$ cat config.mk
export PLATFORM = sky130hd
export DESIGN_NAME = servo_pulse_monitor_flat
export DESIGN_NICKNAME = d
export VERILOG_FILES = /design/src/rtl/servo_pulse_monitor_pkg.sv /design/src/rtl/servo_pulse_monitor_if.sv /design/src/rtl/servo_pulse_monitor_us_tick.sv /design/src/rtl/servo_pulse_monitor.sv /design/src/flat_wrapper.sv
export SDC_FILE = /design/constraint.sdc
export NUM_CORES = 1
export LEC_CHECK = 0
export CORE_MARGIN = 3
export CORE_UTILIZATION = 40
export DETAILED_ROUTE_END_ITERATION = 16
export GPL_TIMING_DRIVEN = 0
export HOLD_SLACK_MARGIN = 0.05
export PLACE_DENSITY = 0.55
export SYNTH_ARGS = -nofsm -noshare
export SYNTH_HDL_FRONTEND = slang
export SYNTH_SLANG_ARGS = --single-unit
$ cat constraint.sdc
create_clock -name clk -period 4.1 [get_ports clk]
set_input_delay 0.82 -clock clk [delete_from_list [all_inputs] [get_ports clk]]
set_output_delay 0.82 -clock clk [all_outputs]
set_load 0.05 [all_outputs]
$ cat src/rtl/servo_pulse_monitor_pkg.sv
`default_nettype none
// ============================================================================
// Module   : servo_pkg
// Brief    : Shared types, default constants and position quantiser for the
//            servo pulse monitor and its software register map.
// Revision : 1.0 - initial release
// ============================================================================
package servo_pkg;

    typedef enum logic [1:0] {
        IDLE = 2'd0,
        HIGH = 2'd1,
        LOW  = 2'd2
    } state_t;

    localparam int c_CLK_PER_US   = 50;
    localparam int c_MIN_US       = 1000;
    localparam int c_POS_SHIFT    = 2;
    localparam int c_MIN_PULSE_US = 10;
    localparam int c_TIMEOUT_US   = 25000;

    // Bit positions inside the status byte; the software header generator reads these.
    localparam int c_STAT_MEAS_VALID  = 0;
    localparam int c_STAT_TIMEOUT     = 1;
    localparam int c_STAT_UNDER_RANGE = 2;
    localparam int c_STAT_OVER_RANGE  = 3;
    localparam int c_STAT_GLITCH_SEEN = 4;

    typedef struct packed {
        logic [7:0] code;
        logic       under;
        logic       over;
    } pos_res_t;

    function automatic pos_res_t pos_quantise(
        input logic [15:0] width,
        input logic [15:0] min_us,
        input int          shift
    );
        pos_res_t    res;
        logic [15:0] q;
        res = '0;
        q   = '0;
        if (width < min_us) begin
            res.under = 1'b1;
        end else begin
            q = (width - min_us) >> shift;
            if (q > 16'd255) begin
                res.code = 8'hFF;
                res.over = 1'b1;
            end else begin
                res.code = q[7:0];
            end
        end
        return res;
    endfunction

endpackage
`default_nettype wire

$ cat src/rtl/servo_pulse_monitor_if.sv
`default_nettype none
// ============================================================================
// Module   : servo_pulse_monitor_if
// Brief    : Pin input and measurement results of the servo pulse monitor.
// Revision : 1.0 - initial release
// ============================================================================
interface servo_pulse_monitor_if;

    logic        pwm_in;
    logic [15:0] width_us;
    logic [15:0] period_us;
    logic [7:0]  pos_code;
    logic        meas_done;
    logic [7:0]  status;

    // master: the monitor itself; slave: the pin driver / register consumer
    modport master (
        input  pwm_in,
        output width_us,
        output period_us,
        output pos_code,
        output meas_done,
        output status
    );

    modport slave (
        output pwm_in,
        input  width_us,
        input  period_us,
        input  pos_code,
        input  meas_done,
        input  status
    );

endinterface
`default_nettype wire

$ cat src/rtl/servo_pulse_monitor_us_tick.sv
`default_nettype none
// ============================================================================
// Module   : servo_us_tick
// Brief    : Microsecond prescaler with synchronous restart; ticks on wrap.
// Revision : 1.0 - initial release
// ============================================================================
module servo_us_tick #(
    parameter int CLK_PER_US = 50
) (
    input  wire  clk,
    input  wire  rst_n,
    input  wire  i_restart,
    output logic o_tick
);

    localparam int              c_PW   = (CLK_PER_US > 1) ? $clog2(CLK_PER_US) : 1;
    localparam logic [c_PW-1:0] c_LAST = c_PW'(CLK_PER_US - 1);
    localparam logic [c_PW-1:0] c_ONE  = c_PW'(1);

    logic [c_PW-1:0] r_cnt;

    always_ff @(posedge clk or negedge rst_n) begin
        if (!rst_n) begin
            r_cnt <= '0;
        end else if (i_restart || (r_cnt == c_LAST)) begin
            r_cnt <= '0;
        end else begin
            r_cnt <= r_cnt + c_ONE;
        end
    end

    // A wrap coinciding with a restart still counts toward the closing interval.
    assign o_tick = (r_cnt == c_LAST);

endmodule
`default_nettype wire

$ cat src/rtl/servo_pulse_monitor.sv
`default_nettype none
// ============================================================================
// Module   : servo_pulse_monitor
// Brief    : Measures servo PWM high-time and period, quantises position and
//            flags loss of signal, range errors and glitches.
// Revision : 1.0 - initial release
// ============================================================================
module servo_pulse_monitor
    import servo_pkg::*;
#(
    parameter int CLK_PER_US   = c_CLK_PER_US,
    parameter int MIN_US       = c_MIN_US,
    parameter int POS_SHIFT    = c_POS_SHIFT,
    parameter int MIN_PULSE_US = c_MIN_PULSE_US,
    parameter int TIMEOUT_US   = c_TIMEOUT_US
) (
    input  wire                   clk,
    input  wire                   rst_n,
    servo_pulse_monitor_if.master mon
);

    localparam logic [15:0]      c_MIN_US16    = 16'(MIN_US);
    localparam logic [15:0]      c_MIN_PULSE16 = 16'(MIN_PULSE_US);
    localparam logic [15:0]      c_SAT         = 16'hFFFF;
    localparam int               c_IW          = $clog2(TIMEOUT_US + 1);
    localparam logic [c_IW-1:0]  c_TO          = c_IW'(TIMEOUT_US);
    localparam logic [c_IW-1:0]  c_TO_M1       = c_IW'(TIMEOUT_US - 1);
    localparam logic [c_IW-1:0]  c_IONE        = c_IW'(1);

    logic             r_sync1, r_sync2, r_sync3;
    logic [1:0]       r_fill;
    logic             w_edge_ok, w_rise, w_fall, w_tick, w_timeout;
    state_t           r_state, w_state_nxt;
    logic             w_accept, w_glitch, w_latch_hi, w_close;
    logic [15:0]      r_hi_cnt, r_per_cnt, r_hi_lat, r_per_lat;
    logic [15:0]      w_hi_inc, w_per_inc;
    logic [c_IW-1:0]  r_idle_cnt;
    logic             r_pend;
    logic [15:0]      r_width, r_period;
    logic [7:0]       r_pos;
    logic             r_meas_done, r_meas_valid, r_timeout, r_under, r_over, r_glitch;
    logic [7:0]       w_status;
    pos_res_t         w_pos;

    always_ff @(posedge clk or negedge rst_n) begin
        if (!rst_n) begin
            r_sync1 <= 1'b0;
            r_sync2 <= 1'b0;
            r_sync3 <= 1'b0;
            r_fill  <= 2'd0;
        end else begin
            r_sync1 <= mon.pwm_in;
            r_sync2 <= r_sync1;
            r_sync3 <= r_sync2;
            if (r_fill != 2'd3) r_fill <= r_fill + 2'd1;
        end
    end

    // Edges are ignored until the synchroniser holds real samples, so a line
    // already high when reset releases does not look like a rising edge.
    assign w_edge_ok = (r_fill == 2'd3);
    assign w_rise    = w_edge_ok &  r_sync2 & ~r_sync3;
    assign w_fall    = w_edge_ok & ~r_sync2 &  r_sync3;

    servo_us_tick #(
        .CLK_PER_US (CLK_PER_US)
    ) u_tick (
        .clk       (clk),
        .rst_n     (rst_n),
        .i_restart (w_accept),
        .o_tick    (w_tick)
    );

    assign w_hi_inc  = (w_tick && (r_hi_cnt  != c_SAT)) ? r_hi_cnt  + 16'd1 : r_hi_cnt;
    assign w_per_inc = (w_tick && (r_per_cnt != c_SAT)) ? r_per_cnt + 16'd1 : r_per_cnt;
    assign w_timeout = w_tick && (r_idle_cnt == c_TO_M1);

    always_ff @(posedge clk or negedge rst_n) begin
        if (!rst_n) begin
            r_state <= IDLE;
        end else begin
            r_state <= w_state_nxt;
        end
    end

    // Timeout has priority over any edge seen in the same cycle.
    always_comb begin
        w_state_nxt = r_state;
        w_accept    = 1'b0;
        w_glitch    = 1'b0;
        w_latch_hi  = 1'b0;
        w_close     = 1'b0;
        if (w_timeout) begin
            w_state_nxt = IDLE;
        end else begin
            case (r_state)
                IDLE: begin
                    if (w_rise) begin
                        w_accept    = 1'b1;
                        w_state_nxt = HIGH;
                    end
                end
                HIGH: begin
                    if (w_fall) begin
                        if (w_hi_inc < c_MIN_PULSE16) begin
                            w_glitch    = 1'b1;
                            w_state_nxt = IDLE;
                        end else begin
                            w_latch_hi  = 1'b1;
                            w_state_nxt = LOW;
                        end
                    end
                end
                LOW: begin
                    if (w_rise) begin
                        w_accept    = 1'b1;
                        w_close     = 1'b1;
                        w_state_nxt = HIGH;
                    end
                end
                default: w_state_nxt = IDLE;
            endcase
        end
    end

    always_ff @(posedge clk or negedge rst_n) begin
        if (!rst_n) begin
            r_hi_cnt   <= '0;
            r_per_cnt  <= '0;
            r_idle_cnt <= '0;
            r_hi_lat   <= '0;
            r_per_lat  <= '0;
            r_pend     <= 1'b0;
        end else begin
            if (w_accept) begin
                r_hi_cnt   <= '0;
                r_per_cnt  <= '0;
                r_idle_cnt <= '0;
            end else begin
                if (r_state == HIGH) r_hi_cnt <= w_hi_inc;
                if (r_state != IDLE) r_per_cnt <= w_per_inc;
                if (w_tick && (r_idle_cnt != c_TO)) r_idle_cnt <= r_idle_cnt + c_IONE;
            end
            if (w_latch_hi) r_hi_lat <= w_hi_inc;
            if (w_close) r_per_lat <= w_per_inc;
            r_pend <= w_close;
        end
    end

    assign w_pos = pos_quantise(r_hi_lat, c_MIN_US16, POS_SHIFT);

    // Results publish one cycle after the closing rise, from the latched counts.
    always_ff @(posedge clk or negedge rst_n) begin
        if (!rst_n) begin
            r_width      <= '0;
            r_period     <= '0;
            r_pos        <= '0;
            r_meas_done  <= 1'b0;
            r_meas_valid <= 1'b0;
            r_timeout    <= 1'b0;
            r_under      <= 1'b0;
            r_over       <= 1'b0;
            r_glitch     <= 1'b0;
        end else begin
            r_meas_done <= r_pend;
            if (r_pend) begin
                r_width      <= r_hi_lat;
                r_period     <= r_per_lat;
                r_pos        <= w_pos.code;
                r_under      <= w_pos.under;
                r_over       <= w_pos.over;
                r_meas_valid <= 1'b1;
                r_timeout    <= 1'b0;
            end else if (w_timeout) begin
                r_meas_valid <= 1'b0;
                r_timeout    <= 1'b1;
            end
            if (w_glitch) r_glitch <= 1'b1;
        end
    end

    always_comb begin
        w_status                     = '0;
        w_status[c_STAT_MEAS_VALID]  = r_meas_valid;
        w_status[c_STAT_TIMEOUT]     = r_timeout;
        w_status[c_STAT_UNDER_RANGE] = r_under;
        w_status[c_STAT_OVER_RANGE]  = r_over;
        w_status[c_STAT_GLITCH_SEEN] = r_glitch;
    end

    assign mon.width_us  = r_width;
    assign mon.period_us = r_period;
    assign mon.pos_code  = r_pos;
    assign mon.meas_done = r_meas_done;
    assign mon.status    = w_status;

endmodule
`default_nettype wire

$ cat src/flat_wrapper.sv
// flat-port wrapper written by rule: the top's interface ports become plain ports
module servo_pulse_monitor_flat import servo_pkg::*;
#(
    parameter int CLK_PER_US   = c_CLK_PER_US,
    parameter int MIN_US       = c_MIN_US,
    parameter int POS_SHIFT    = c_POS_SHIFT,
    parameter int MIN_PULSE_US = c_MIN_PULSE_US,
    parameter int TIMEOUT_US   = c_TIMEOUT_US
)
  (clk, rst_n, mon_pwm_in, mon_width_us, mon_period_us, mon_pos_code, mon_meas_done, mon_status);
  servo_pulse_monitor_if mon_i ();
  input  wire clk;
  input  wire rst_n;
  input wire logic [$bits(mon_i.pwm_in)-1:0] mon_pwm_in;
  output wire logic [$bits(mon_i.width_us)-1:0] mon_width_us;
  output wire logic [$bits(mon_i.period_us)-1:0] mon_period_us;
  output wire logic [$bits(mon_i.pos_code)-1:0] mon_pos_code;
  output wire logic [$bits(mon_i.meas_done)-1:0] mon_meas_done;
  output wire logic [$bits(mon_i.status)-1:0] mon_status;
  assign mon_i.pwm_in = mon_pwm_in;
  assign mon_width_us = mon_i.width_us;
  assign mon_period_us = mon_i.period_us;
  assign mon_pos_code = mon_i.pos_code;
  assign mon_meas_done = mon_i.meas_done;
  assign mon_status = mon_i.status;
  servo_pulse_monitor #(.CLK_PER_US(CLK_PER_US), .MIN_US(MIN_US), .POS_SHIFT(POS_SHIFT), .MIN_PULSE_US(MIN_PULSE_US), .TIMEOUT_US(TIMEOUT_US)) u_core (.clk(clk), .rst_n(rst_n), .mon(mon_i));
endmodule
==> impl_metrics.ini, run 1 <==
[status]
status = complete, no violations

[sta]
tightest_slew_ns = 0.962
relSlewSlack_pct = 35.7
clock_skew_ns = 0.00714
finalCritPeriodShare_pct = 93.6
period_minus_slack_ns = 3.84
tns_ns = 0
rsz0062_at_grt = no
finalMaxSlewViolations = 0
finalSetupViolations = 0
hold_violations = 0
hold_slack_ns = 0.346
max_freq_mhz = 261
finalWorstSetupSlack_ns = 0.262

[setup_path]
required_ns = 4.40
critPathArrivalTime_ns = 4.13
critPathBufInv = 3
cpLargestDelayFamily = simple AND/OR/NAND/NOR gates
cp-start-kind = flop
slowest_stage = nor4_1
crit_chain = or3b_1 -> buf_2 -> nor4_1 -> nand4_1 -> mux2i_1 -> or4_1 -> o31a_1 -> buf_6 -> buf_6 -> mux2_4
criticalPathCategory = flop to flop
cpMostUsedCell = buf_6
cp_max_fo = 10
slowest_delay_ns = 0.65
end_kind = flop

[synthesis]
synth_fa_ha_area_share_pct = 1.48
ys.flop_type = dfrtp_1
synth_top_family_by_area = simple AND/OR/NAND/NOR gates
yosys-top-cells-area = dfrtp_1 (51%), mux2_2 (5.6%), xnor2_1 (4.8%), o21ai_0 (4.3%), nor2_1 (3.8%)
synthArstFlopShare_pct = 100
syn_area_um2 = 6780
synth_common_cells = dfrtp_1 (139), nor2_1 (68), nand2_1 (66), o21ai_0 (58), xnor2_1 (37)
synth-simple-area-share_pct = 16.3
synth-xor-area-share_pct = 8.14
synth_area_per_cell_um2 = 10.2
yosys_warnings = 0
synth_most_common_cell = dfrtp_1
synth_area_leader_cell = dfrtp_1
synth_cell_types = 57
synth_compound_area_share_pct = 8.71
synthDominantCellAreaShare_pct = 51.3
seq_area_frac_synth_pct = 51.3
syn_inst = 665
synth-edff-count = 0
synth_mux_area_share_pct = 9.89
ys_ff_latch = 139

[cts]
ctsHoldBuffers = 0
cts_tree = done
cts_max_level = 4
clockRootBuffer = clkbuf_16
clk_path_buf_depth = 2
clk_latency_ns = 0.42
path_clk_slew_ns = 0.06
cts_buffers = 17
clock_sinks = 139

[grt]
grt.total_usage_pct = 16.3
gr-total-overflow = 0
antenna_found_initial = 0
grt_pass1_vias = 4704
grt_pass1_wl_mm = 24.0
grt_max_degree = 82

[final_layout]
post-route-util_pct = 50.1
syn_to_final_growth_pct = 19.8
multi_input_area_um2 = 3040
num_antenna_cells = 0
fill_cells = 1543
drive_above_1_share_pct = 12.3
regArea_um2 = 3480
final_cells = 964
design_area_um2 = 8130
finalNetCount = 746

[placement]
placed_area_um2 = 7570
io_buffers = 48
place_congestion = 0.851
dp_slack_ns = 0.153
post-place-cells = 932
place.detailed.hpwl_mm = 10.2

[job]
drv_cap = 0

[power_and_ir_drop]
power.leakage_nw = 3.55
pwr-share-seq_pct = 47.5
p_sw_mw = 0.695
switching_share_pct = 23.2
p_int_mw = 2.30
pwr_density_cell_nw_per_um2 = 368
clockPowerShare_pct = 46.8
combPwrFrac_pct = 5.7
p_total_mw = 2.99
vdd_ir_drop_max_mv = 0.298

[floorplan]
die_h_um = 136
start_util_pct = 41.8
pin_count = 52
die_x_um = 136
dieArea_um2 = 18600
rows = 46
core_um2 = 16200

[drt]
routedWlPerCell_um = 14.9
vias_per_cell = 5.09
drc = 0
via_count = 4909
first_iter_violations = 228
final_antenna_net_count = 0
routed_wl_mm = 14.3
drt_first_pass_iters = 4

[worst_hold_path]
hp-class = flop to flop
sequential cells by signal, indices dropped and copies added, names as in the netlist, 2 cells and up:
register,count
u_core.r_per_lat,16
u_core.r_state,2
u_core.mon.pos_code,8
u_core.mon.width_us,16
u_core.mon.period_us,16
u_core.r_fill,2
u_core.r_idle_cnt,15
u_core.u_tick.r_cnt,6
u_core.r_hi_lat,16
u_core.r_per_cnt,16
u_core.r_hi_cnt,16
path summary, 6_finish.rpt:
path,from,endpoint,slack [ns],depth (start not counted)
max in group asynchronous,rst_n,u_core.mon.pos_code[3],2.95,2
worst min register to register,u_core.r_sync1,u_core.r_sync2,0.35,0
worst max register to register,u_core.u_tick.r_cnt[3],u_core.r_hi_lat[13],0.26,10
worst min-delay path,u_core.r_sync1,u_core.r_sync2,0.35,0
min in group asynchronous,rst_n,u_core.r_idle_cnt[7],0.36,1
worst max-delay path,u_core.u_tick.r_cnt[3],u_core.r_hi_lat[13],0.26,10
logic make-up after synthesis:
logic type / after synthesis
AO/OA/AOI/OAI: 101
XOR/XNOR: 63
adder cells (fa/ha/maj): 8
buffers and inverters: 61
flip-flops: 139
multiplexers: 59
other: 1
AND/OR/NAND/NOR: 233
per-layer routing:
layer | global-route usage (%) | wire (um)
met5 | 0 | 0
met1 | 23.7 | 7210
met3 | 3.59 | 612
met4 | 5.60 | 191
met2 | 24.2 | 6320
cell type report:
class	instances	share of cell area, %
tap	216	3.33
buffer	41	2.57
timing repair buffer	49	6.27
inverter	20	0.924
clock buffer	26	6.27
clock inverter	6	0.446
sequential	139	42.8
multi-input combinational	467	37.4
power by group through the flow:
| stage | clock network [mW] | registers [mW] | logic, mW |
|---|---|---|---|
| after CTS | 1.43 | 1.42 | 0.176 |
| after floorplan | 0 | 1.44 | 0.107 |
| after global routing | 1.49 | 1.43 | 0.195 |
| after global placement | 0 | 1.45 | 0.167 |
| after detailed placement | 0 | 1.45 | 0.175 |
| final | 1.40 | 1.42 | 0.171 |
placed cells by master (no fill, tap or decap), drive strengths merged, types with 8 or more instances in the layout:
cell           synthesis  layout
dfrtp                139     139
nor2                  69      69
nand2                 66      66
o21ai                 61      61
clkdlybuf4s50          0      47
mux2                  46      46
clkbuf                20      46
xnor2                 37      37
xor2                  26      26
buf                   21      23
nand3                 20      20
inv                   20      20
nor3                  19      19
nand4                 14      14
mux2i                 13      13
a21oi                 13      13
nor4                  10      10
or3                    9       9
ha                     8       8
repair_timing:
item	4_1_cts	5_1_grt
gates resized for setup	0	1
setup buffers	0	0
setup endpoints to repair	0	6
Note: power is estimated with default switching activity, not from simulation.
==> run 2: changes to the inputs <==
--- a/config.mk
+++ b/config.mk
@@ -5,12 +5,11 @@
 export SDC_FILE = /design/constraint.sdc
 export NUM_CORES = 1
 export LEC_CHECK = 0
-export CORE_MARGIN = 3
-export CORE_UTILIZATION = 40
+export CORE_UTILIZATION = 50
 export DETAILED_ROUTE_END_ITERATION = 16
 export GPL_TIMING_DRIVEN = 0
 export HOLD_SLACK_MARGIN = 0.05
-export PLACE_DENSITY = 0.55
+export PLACE_DENSITY = 0.67
 export SYNTH_ARGS = -nofsm -noshare
 export SYNTH_HDL_FRONTEND = slang
 export SYNTH_SLANG_ARGS = --single-unit
==> impl_metrics.ini, run 2 (synthesized netlist as in run 1, its figures left out) <==
[final_layout]
drive_above_1_share_pct = 11.6
final_common_cell = dfrtp_1
fill_cells = 1126
multi_input_area_um2 = 3030
regArea_um2 = 3480
design_area_um2 = 8070
layout_common_cells = dfrtp_1 (139), nor2_1 (68), nand2_1 (66)
finalNetCount = 746
num_antenna_cells = 0
syn_to_final_growth_pct = 19.0

[setup_path]
cp-start-kind = flop
critPathArrivalTime_ns = 4.14
end_kind = flop
worst_r2r_path_depth = 10
criticalPathCategory = flop to flop
r2r_end = u_core.r_hi_lat[12]
required_ns = 4.40
r2r_start = u_core.u_tick.r_cnt[3]
cp_max_fo = 10
rrSetupSlack_ns = 0.27

[cts]
path_clk_slew_ns = 0.05
cts_tree = done
cts_setup_buffers = 0
clock_sinks = 139
ctsHoldBuffers = 0
clockRootBuffer = clkbuf_16
clk_path_buf_depth = 2
cts_max_level = 4
clk_latency_ns = 0.42
cts_buffers = 17

[grt]
antenna_found_initial = 0
grt_pass1_wl_mm = 23.7
grt.total_usage_pct = 21.4
gr-total-overflow = 0
grt_max_degree = 105
grt_pass1_vias = 4782

[drt]
via_count = 5036
drc = 0
drt_first_pass_iters = 7
final_antenna_net_count = 0
routedWlPerCell_um = 15.0
first_iter_violations = 317
vias_per_cell = 5.48
routed_wl_mm = 13.8

[sta]
relSlewSlack_pct = 15.1
hold_violations = 0
rsz0062_at_grt = no
finalSetupViolations = 0
period_minus_slack_ns = 3.83
tightest_slew_ns = 1.26
clock_skew_ns = 0.00656
finalCritPeriodShare_pct = 93.5
hold_slack_ns = 0.289
finalMaxSlewViolations = 0
max_freq_mhz = 261

[floorplan]
die_h_um = 118
rows = 42
core_um2 = 13200
dieArea_um2 = 14000
start_util_pct = 51.2
pin_count = 52
die_x_um = 118

[power_and_ir_drop]
vdd_ir_drop_max_mv = 0.301
pwr_density_cell_nw_per_um2 = 377
power.leakage_nw = 3.55

[placement]
io_buffers = 48
place_congestion = 0.856
placed_area_um2 = 7520
place.detailed.hpwl_mm = 9.68

[worst_hold_path]
hp-class = input port to asynchronous set/reset pin

[status]
status = complete, no violations

[job]
drv_cap = 0
## run 2: per-stage QoR
step	util [%]	cells	power (mW)	worst slack [ns]	TNS (ns)
finish	61.0	919	3.04	0.267	0
global route	61.0	919	3.16	0.0677	0
CTS	60.9	919	3.06	0.181	0
detailed placement	56.8	892	1.62	0.239	0
global placement	56.6	891	1.61	-3.12	-432.33
floorplan	-	667	1.55	0.760	0
## run 2: per-layer routing
metal | part of all wire [%] | up-vias | GRT usage, % | wire length [um]
met1 | 49 | 2465 | 29.9 | 6730
li1 | - | 2427 | - | -
met2 | 45 | 123 | 32.1 | 6210
met4 | 2.1 | 0 | 9.89 | 284
met5 | 0 | - | 0 | 0
met3 | 4.3 | 21 | 4.49 | 597
## run 2: timing repair
item                                    CTS  global route
endpoints found under the hold margin     0             0
endpoints found under the setup margin    0             6
resized for setup                         0             1
## run 2: power breakdown
group,switching [mW],total [mW],internal [mW]
logic,0.120,0.171,0.0504
clock network,0.525,1.45,0.924
registers,0.0240,1.42,1.40
total,0.669,3.04,2.37
## run 2: how the worst max path moves through the flow
| stage | end | start | cells past startpoint |
|---|---|---|---|
| after floorplan | u_core.r_hi_lat[11] | u_core.r_hi_cnt[0] | 10 |
| after global placement | u_core.r_idle_cnt[12] | rst_n | 1 |
| after detailed placement | u_core.r_hi_lat[12] | u_core.r_hi_cnt[0] | 10 |
| after CTS | u_core.r_hi_lat[12] | u_core.r_hi_cnt[0] | 10 |
| after global routing | u_core.r_hi_lat[15] | u_core.u_tick.r_cnt[3] | 10 |
| final | u_core.r_hi_lat[12] | u_core.u_tick.r_cnt[3] | 10 |
## run 2: critical path, stage by stage (launching register included)
cell     delay [ns]
dfrtp_1        0.41
or3b_1         0.37
buf_2          0.16
nor4_1         0.68
nand4_1        0.42
mux2i_1        0.21
or4_1          0.58
o31a_1         0.28
buf_6          0.14
buf_6          0.16
mux2_4         0.30
## run 2: final cells by class
class                      count  area share [%]
inverter                      20           0.930
clock buffer                  24            5.97
tap                          176            2.73
sequential                   139            43.1
timing repair buffer          49            6.31
buffer                        41            2.59
clock inverter                 3           0.806
multi-input combinational    467            37.6
